## config.mk

```make
export PLATFORM = sky130hd
export DESIGN_NAME = array_accum_ctrl
export DESIGN_NICKNAME = d
export VERILOG_FILES = /design/src/rtl/array_pkg.sv /design/src/rtl/array_lane_add.sv /design/src/rtl/array_accum_ctrl.sv
export SDC_FILE = /design/constraint.sdc
export NUM_CORES = 1
export LEC_CHECK = 0
export CORE_UTILIZATION = 51
export CTS_CLUSTER_SIZE = 28
export DETAILED_ROUTE_END_ITERATION = 10
export PLACE_DENSITY = 0.91
export SYNTH_ARGS = -nofsm -noshare
export SYNTH_HDL_FRONTEND = slang
export SYNTH_SLANG_ARGS = --single-unit
export TNS_END_PERCENT = 1
```

## constraint.sdc

```tcl
create_clock -name clk -period 2.3 [get_ports clk]
set_clock_uncertainty 0.1 [all_clocks]
set_input_delay 0.23 -clock clk [delete_from_list [all_inputs] [get_ports clk]]
set_output_delay 0.23 -clock clk [all_outputs]
set_load 0.02 [all_outputs]
```

## src/rtl/array_pkg.sv

```systemverilog
// rtl/array_pkg.sv - shared defaults and FSM encoding for the lane-wise array accumulator
package array_pkg;

  localparam int DEF_LANES  = 9;
  localparam int DEF_LANE_W = 3;
  localparam int DEF_CNT_W  = 4;

  // HOLD is the only state that presents a result to the consumer
  typedef enum logic [1:0] {
    IDLE  = 2'd0,
    ACCUM = 2'd1,
    DONE  = 2'd2,
    HOLD  = 2'd3
  } accState_t;

  function automatic logic stateBusy(input accState_t s);
    return s != IDLE;
  endfunction

endpackage

```

## src/rtl/array_lane_add.sv

```systemverilog
// rtl/array_lane_add.sv - combinational lane-wise adder, each lane wraps and reports its own carry
module array_lane_add
  import array_pkg::*;
#(
  parameter int LANES  = DEF_LANES,
  parameter int LANE_W = DEF_LANE_W
) (
  input  logic [LANES*LANE_W-1:0] a,
  input  logic [LANES*LANE_W-1:0] b,
  output logic [LANES*LANE_W-1:0] sum,
  output logic [LANES-1:0]        carry
);

  // One extra bit per lane catches the carry-out; nothing ripples into the next lane
  for (genvar i = 0; i < LANES; i++) begin : gLane
    logic [LANE_W:0] laneTot;
    assign laneTot = {1'b0, a[i*LANE_W +: LANE_W]} + {1'b0, b[i*LANE_W +: LANE_W]};
    assign sum[i*LANE_W +: LANE_W] = laneTot[LANE_W-1:0];
    assign carry[i] = laneTot[LANE_W];
  end

endmodule

```

## src/rtl/array_accum_ctrl.sv

```systemverilog
// rtl/array_accum_ctrl.sv - job controller that sums a counted stream of flat lane arrays
module array_accum_ctrl
  import array_pkg::*;
#(
  parameter int LANES  = DEF_LANES,
  parameter int LANE_W = DEF_LANE_W,
  parameter int CNT_W  = DEF_CNT_W
) (
  input  logic                    clk,
  input  logic                    rst,
  input  logic                    start,
  input  logic [CNT_W-1:0]        count,
  input  logic                    in_valid,
  output logic                    in_ready,
  input  logic [LANES*LANE_W-1:0] in_data,
  output logic                    out_valid,
  input  logic                    out_ready,
  output logic [LANES*LANE_W-1:0] out_data,
  output logic [LANES-1:0]        ovf,
  output logic                    busy
);

  localparam int W = LANES * LANE_W;

  accState_t        state;
  accState_t        nextState;
  logic [CNT_W-1:0] remaining;
  logic [W-1:0]     acc;
  logic [W-1:0]     laneSum;
  logic [LANES-1:0] laneCarry;
  logic             beatTaken;

  assign beatTaken = in_valid && in_ready;

  array_lane_add #(
    .LANES  (LANES),
    .LANE_W (LANE_W)
  ) uLaneAdd (
    .a     (acc),
    .b     (in_data),
    .sum   (laneSum),
    .carry (laneCarry)
  );

  // State register; reset aborts any job without presenting a result
  always_ff @(posedge clk) begin
    if (rst) begin
      state <= IDLE;
    end else begin
      state <= nextState;
    end
  end

  // Next-state and handshake outputs, all derived from the current state
  always_comb begin
    nextState = state;
    busy      = stateBusy(state);
    in_ready  = 1'b0;
    out_valid = 1'b0;
    case (state)
      IDLE: begin
        if (start) begin
          nextState = (count == '0) ? DONE : ACCUM;
        end
      end
      ACCUM: begin
        in_ready = 1'b1;
        if (in_valid && remaining == CNT_W'(1)) begin
          nextState = DONE;
        end
      end
      DONE: begin
        nextState = HOLD;
      end
      HOLD: begin
        out_valid = 1'b1;
        if (out_ready) begin
          nextState = IDLE;
        end
      end
      default: begin
        nextState = IDLE;
      end
    endcase
  end

  // Job datapath: latch count, accumulate beats, publish the sum when passing through DONE
  always_ff @(posedge clk) begin
    if (rst) begin
      remaining <= '0;
      acc       <= '0;
      out_data  <= '0;
      ovf       <= '0;
    end else begin
      case (state)
        IDLE: begin
          if (start) begin
            remaining <= count;
            acc       <= '0;
            ovf       <= '0;
          end
        end
        ACCUM: begin
          if (beatTaken) begin
            acc       <= laneSum;
            ovf       <= ovf | laneCarry;
            remaining <= remaining - CNT_W'(1);
          end
        end
        DONE: begin
          out_data <= acc;
        end
        default: begin
        end
      endcase
    end
  end

endmodule

```

==> Yosys cells after proc, flatten, opt, wreduce, memory -nomap -nowiden <==
Index checks and enable logic that the tools add are counted.
{ "op_classes": {"div": 0, "n_reduce_logical": 8, "mul": 0, "n_lt_le_gt_ge": 0, "add_sub_neg": 10, "eq_ne": 8, "n_mux": 16, "bitwise_logic": 1, "shifts": 0} }
{ "op_table": {"columns": ["operator", "n"], "rows": [
  ["$mux W27", 2],
  ["$pmux W27 S2", 1],
  ["$add A3 B3 Y4", 9],
  ["$mux W9", 2],
  ["$pmux W9 S2", 1],
  ["$or A9 B9 Y9", 1],
  ["$mux W2", 4],
  ["$mux W4", 2],
  ["$ne A2 B2 Y1 const B", 4],
  ["$pmux W2 S4", 1],
  ["$pmux W4 S2", 1],
  ["$reduce_and A3 Y1", 2],
  ["$eq A2 B2 Y1 const B", 2],
  ["$eq A4 B1 Y1 const B", 1],
  ["$logic_not A4 Y1", 1],
  ["$reduce_bool A2 Y1", 2],
  ["$sub A4 B1 Y4 const B", 1],
  ["$eq A2 B1 Y1 const B", 1],
  ["$logic_and A1 B1 Y1", 2],
  ["$logic_not A2 Y1", 1],
  ["$mux W1", 2]
]} }
{ "word_totals": {"out_inout_bits": 39, "latch_bits": 0, "rom_bits": 0, "mem_bits_rw": 0, "register_bits": 69, "wordCells": 48, "in_bits": 36, "n_memories": 0} }

==> Longest topological paths before layout <==
{ "logic_depth": {"ltp_word": 5, "depth_mapped": 8, "depth_no_buf": 5} }

==> Hierarchy <==
A second synthesis with hierarchy kept.
{ "unflattened": {"hier_cells": 382, "hier_area_um2": 3662.3} }
{ "by_module_without_submodules": {"columns": ["module", "area_per_inst_um2", "seq_area_each_um2", "n_inst", "cells_per_inst"], "rows": [
  ["array_accum_ctrl", 2911.5, 1381.3, 1, 302],
  ["array_lane_add", 750.7, 0.0, 1, 80]
]} }

==> Worst setup path after synthesis <==
No wires, ideal clock.
{ "synth_path": {"path_kind": "reg2reg", "from": "register state[1]", "to": "register ovf[0]", "arrival_ns": 1.716, "required_time_ns": 2.085, "n_path_buf": 2, "setup_ns": 0.115, "setup_slack_ns": 0.370, "synth_period_minus_slack_ns": 1.930, "stages_incl_launch_ff": 8, "cell_sequence": "dfxtp_1 inv_1 ha_1 buf_2 mux2i_1 buf_2 a211oi_1 o21a_1"} }
{ "synth_between": {"elab_chain_len": 5, "word_cells_on_any_way": 9, "cone_classes": "3 x eq/ne; 2 x mux; 4 x reduce/logical"} }
{ "synth_lines": {"columns": ["item", "line_no", "text"], "rows": [
  ["start: declaration", "array_accum_ctrl.sv:25", "accState_t state;"],
  ["start signal: assignment", "array_accum_ctrl.sv:50", "state <= nextState;"],
  ["$eq A2 B1 Y1", "array_accum_ctrl.sv:60", "case (state)"],
  ["$mux W1", "array_accum_ctrl.sv:60", null],
  ["net in_ready", "array_accum_ctrl.sv:14", "output logic in_ready,"],
  ["$logic_and A1 B1 Y1", "array_accum_ctrl.sv:33", "assign beatTaken = in_valid && in_ready;"],
  ["$ne A2 B2 Y1 (no source line)", null, null],
  ["$reduce_and A3 Y1 (no source line)", null, null],
  ["end signal: assignment", "array_accum_ctrl.sv:106", "ovf <= ovf | laneCarry;"],
  ["end: declaration", "array_accum_ctrl.sv:19", "output logic [LANES-1:0] ovf,"]
]} }
The timed path passes the listed nets, and every way through them passes these cells.
A chain may end at the register's enable or synchronous reset.

==> Worst setup path in the final report <==
{ "layout_path": {"from": "register state[0]", "to": "output port busy"} }
{ "layout_between": {"elab_chain_len": 1} }
{ "layout_lines": {"columns": ["item", "line_no", "text"], "rows": [
  ["$reduce_bool A2 Y1", "array_pkg.sv:17", "return s != IDLE;"],
  ["end: declaration", "array_accum_ctrl.sv:20", "output logic busy"]
]} }
Every way passes these cells.

==> impl_metrics.toml <==
[finish]
num-nets-final = 510
antennaDiodeCount = 0
n_fill_cell = 479
layout.cells.non_filler = 514
seqCellArea_sq_um = 1380
area_growth_syn_to_layout_pct = 29.6
multi_input_area_sq_um = 1990
final_layout_size_suffix_gt1_frac = 0.0824

[clocking]
cts_hold_buf = 0
post_cts_buffers = 0
h-tree-depth = 3
root_buffer = "clkbuf_8"
cts.repair.resized = 0
cts_tree = "built"
insertion_delay_ns = 0.34
cts.sinks = 69
clkTransAtPathRegs_ns = 0.08
cts_buffers = 9
cts_max_path_buffers = 2

[power]
powerDensity_nw_per_um2 = 870
power.total_uw = 3960
peakVddDrop_mv = 0.412
p_leak_uw = 0.00174

[setup_path]
start_kind = "flip-flop"
crit_path_frequent_cell = "inv_1"
required_ns = 1.97
path_class = "reg -> out"
critical_path_arrival_ns = 1.86
cp-end-kind = "output pin"
path_cells = "inv_1 > ha_1 > inv_1 > clkdlybuf4s50_1"
cp_max_fo = 8
crit_slowest_cell = "clkdlybuf4s50_1"
slowest_delay_ns = 0.60

[drt]
vias = 3076
vias_per_cell = 5.98
firstDrtPassIters = 8
post_drt_wl_per_cell_um = 17.0
drt_iter0_drc = 219
drt_wl_total_mm = 8.73
drc = 10
ant_nets = 0

[placed_design]
pre_cts_slack_ns = 0.269
placed_cells = 498
hpwl_mm = 6.15
gp_congestion = 0.822
io_buffers = 74

[logic_synthesis]
ys_async_sr_fraction = 0
synth_ff_type = "dfxtp_1"
synthAdderAreaFrac = 0.169
syn_nets = 441
synth-edff-count = 0
synth_compound_area_frac = 0.171
synth_top_area_frac = 0.394
ys_ff_latch = 69
synthMuxAreaShare = 0.0828
synth_area_per_cell_sq_um = 9.66
synthDistinctLibCells = 33
synth-xor-area-share = 0.0225
synth.most_common_cell = "dfxtp_1"
yosysSeqAreaShare = 0.394
yosys.area.top_type = "dfxtp_1"
synth_top_family_by_area = "compound AO/OA/AOI/OAI gates"
netlist_instances = 363
synth_simple_gate_area_frac = 0.116
synth_commonest_cells = "69 x dfxtp_1, 37 x a21oi_1, 33 x ha_1"
netlist_top_cells_area = "dfxtp_1 39%, ha_1 12%, mux2i_1 8.3%, a21oi_1 5.3%, nand4_1 5.2%"
synth_area_sq_um = 3510
yosys_warnings = 0

[timing]
tightest_slew_ns = 0.496
finalCritPeriodShare = 0.950
setup_viol = 0
fmax_mhz = 458
finalCriticalPeriod_ns = 2.19
finalHoldViolations = 0
relSlewSlack = 0.669
finalSetupTns_ns = 0
grt_setup_unrepaired = "false"
fin_ws_ns = 0.115
drv_slew = 0

[global_routing]
grt_overflow = 0
grt_pass1_vias = 3086
grt_pass1_wl_mm = 14.5
track_usage = 0.252
grt_max_degree = 29
grt_antenna_before_repair = 0

[floorplanning]
start_util = 0.540
die_area_sq_um = 7210
die_y_um = 84.9
core-area_sq_um = 6490
boundaryPins = 75
rows = 29
fp.dieW_um = 84.9

[run_status]
failed_checks = "DRC"
status = "complete, but fails checks"

[job]
max_cap_violations = 0

[worst_hold_path]
worst_hold_path_type = "in -> reg"
cell type report:
class | instances | area share
timing repair buffer | 88 | 0.188
tap | 77 | 0.0212
multi-input combinational | 256 | 0.437
inverter | 8 | 0.00661
sequential | 69 | 0.304
clock inverter | 7 | 0.0165
clock buffer | 9 | 0.0273
routing by layer:
layer / part of all wire / vias up / global-route usage
met3: 0.057 / 12 / 0.0399
met4: 0.016 / 0 / 0.111
met5: 0 / - / 0
met1: 0.42 / 1473 / 0.312
met2: 0.51 / 120 / 0.435
li1: - / 1471 / -
critical path, delay by kind of cell, from the launching register on:
| kind | cells | cell delay, ns |
|---|---|---|
| fa+ha+maj | 1 | 0.31 |
| buf+inv | 3 | 0.81 |
| flops | 1 | 0.39 |
through the flow:
step | cell area, sq um | util | hold WS, ns
floorplan | 3510 | - | 0.322
global placement | 4350 | 0.669 | 0.351
detailed placement | 4350 | 0.669 | 0.365
CTS | 4550 | 0.700 | 0.0710
global route | 4550 | 0.700 | 0.0850
finish | 4550 | 0.700 | 0.0885
where the power goes:
part	leakage [uW]	switching [uW]	total, uW	internal, uW
Combinational	0.00108	934	1560	626
Clock	0.000104	488	994	506
Sequential	0.000558	100	1400	1300
Total	0.00174	1520	3960	2430
worst paths after layout:
check	depth (start not counted)	end	slack, ns	start
setup / recovery	4	busy	0.11	state[0]$_SDFFE_PP0P_
hold / removal	2	acc[0]$_SDFFE_PP0P_	0.09	rst
setup reg to reg	5	state[1]$_SDFFE_PP0P_	0.21	state[1]$_SDFFE_PP0P_
hold reg to reg	1	ovf[7]$_SDFFE_PP0P_	0.38	ovf[7]$_SDFFE_PP0P_
sequential cells by signal, summed over array words and instances (netlist names):
name	count
remaining	4
state	2
out_data	27
acc	27
ovf	9
layout by cell type, fill, tap and decap left out, types with 2 or more instances in the layout:
| cell | synthesis | routed |
|---|---|---|
| clkinv_2 | 0 | 2 |
| ha_1 | 33 | 32 |
| a2bb2oi_1 | 2 | 2 |
| nand2b_1 | 3 | 3 |
| nor2b_1 | 3 | 2 |
| buf_4 | 1 | 13 |
| clkinv_4 | 0 | 3 |
| nor2_1 | 27 | 27 |
| xor2_1 | 9 | 9 |
| nand2_1 | 2 | 2 |
| o311ai_0 | 2 | 2 |
| dfxtp_1 | 69 | 69 |
| o21a_1 | 9 | 9 |
| a31oi_1 | 2 | 2 |
| nand4_1 | 29 | 29 |
| nand3_1 | 9 | 9 |
| a21oi_1 | 37 | 37 |
| inv_1 | 8 | 8 |
| a211oi_1 | 9 | 9 |
| clkbuf_8 | 0 | 9 |
| fa_1 | 9 | 9 |
| mux2i_1 | 29 | 28 |
| o41ai_1 | 2 | 2 |
| o21ai_0 | 30 | 30 |
| clkdlybuf4s50_1 | 0 | 73 |
kinds of logic after synthesis:
kind of cell | Yosys count
compound gates | 99
simple gates | 77
flops | 69
xor+xnor | 9
mux | 29
buf+inv | 38
fa+ha+maj | 42
No activity file was read; power rests on OpenSTA's default activity.
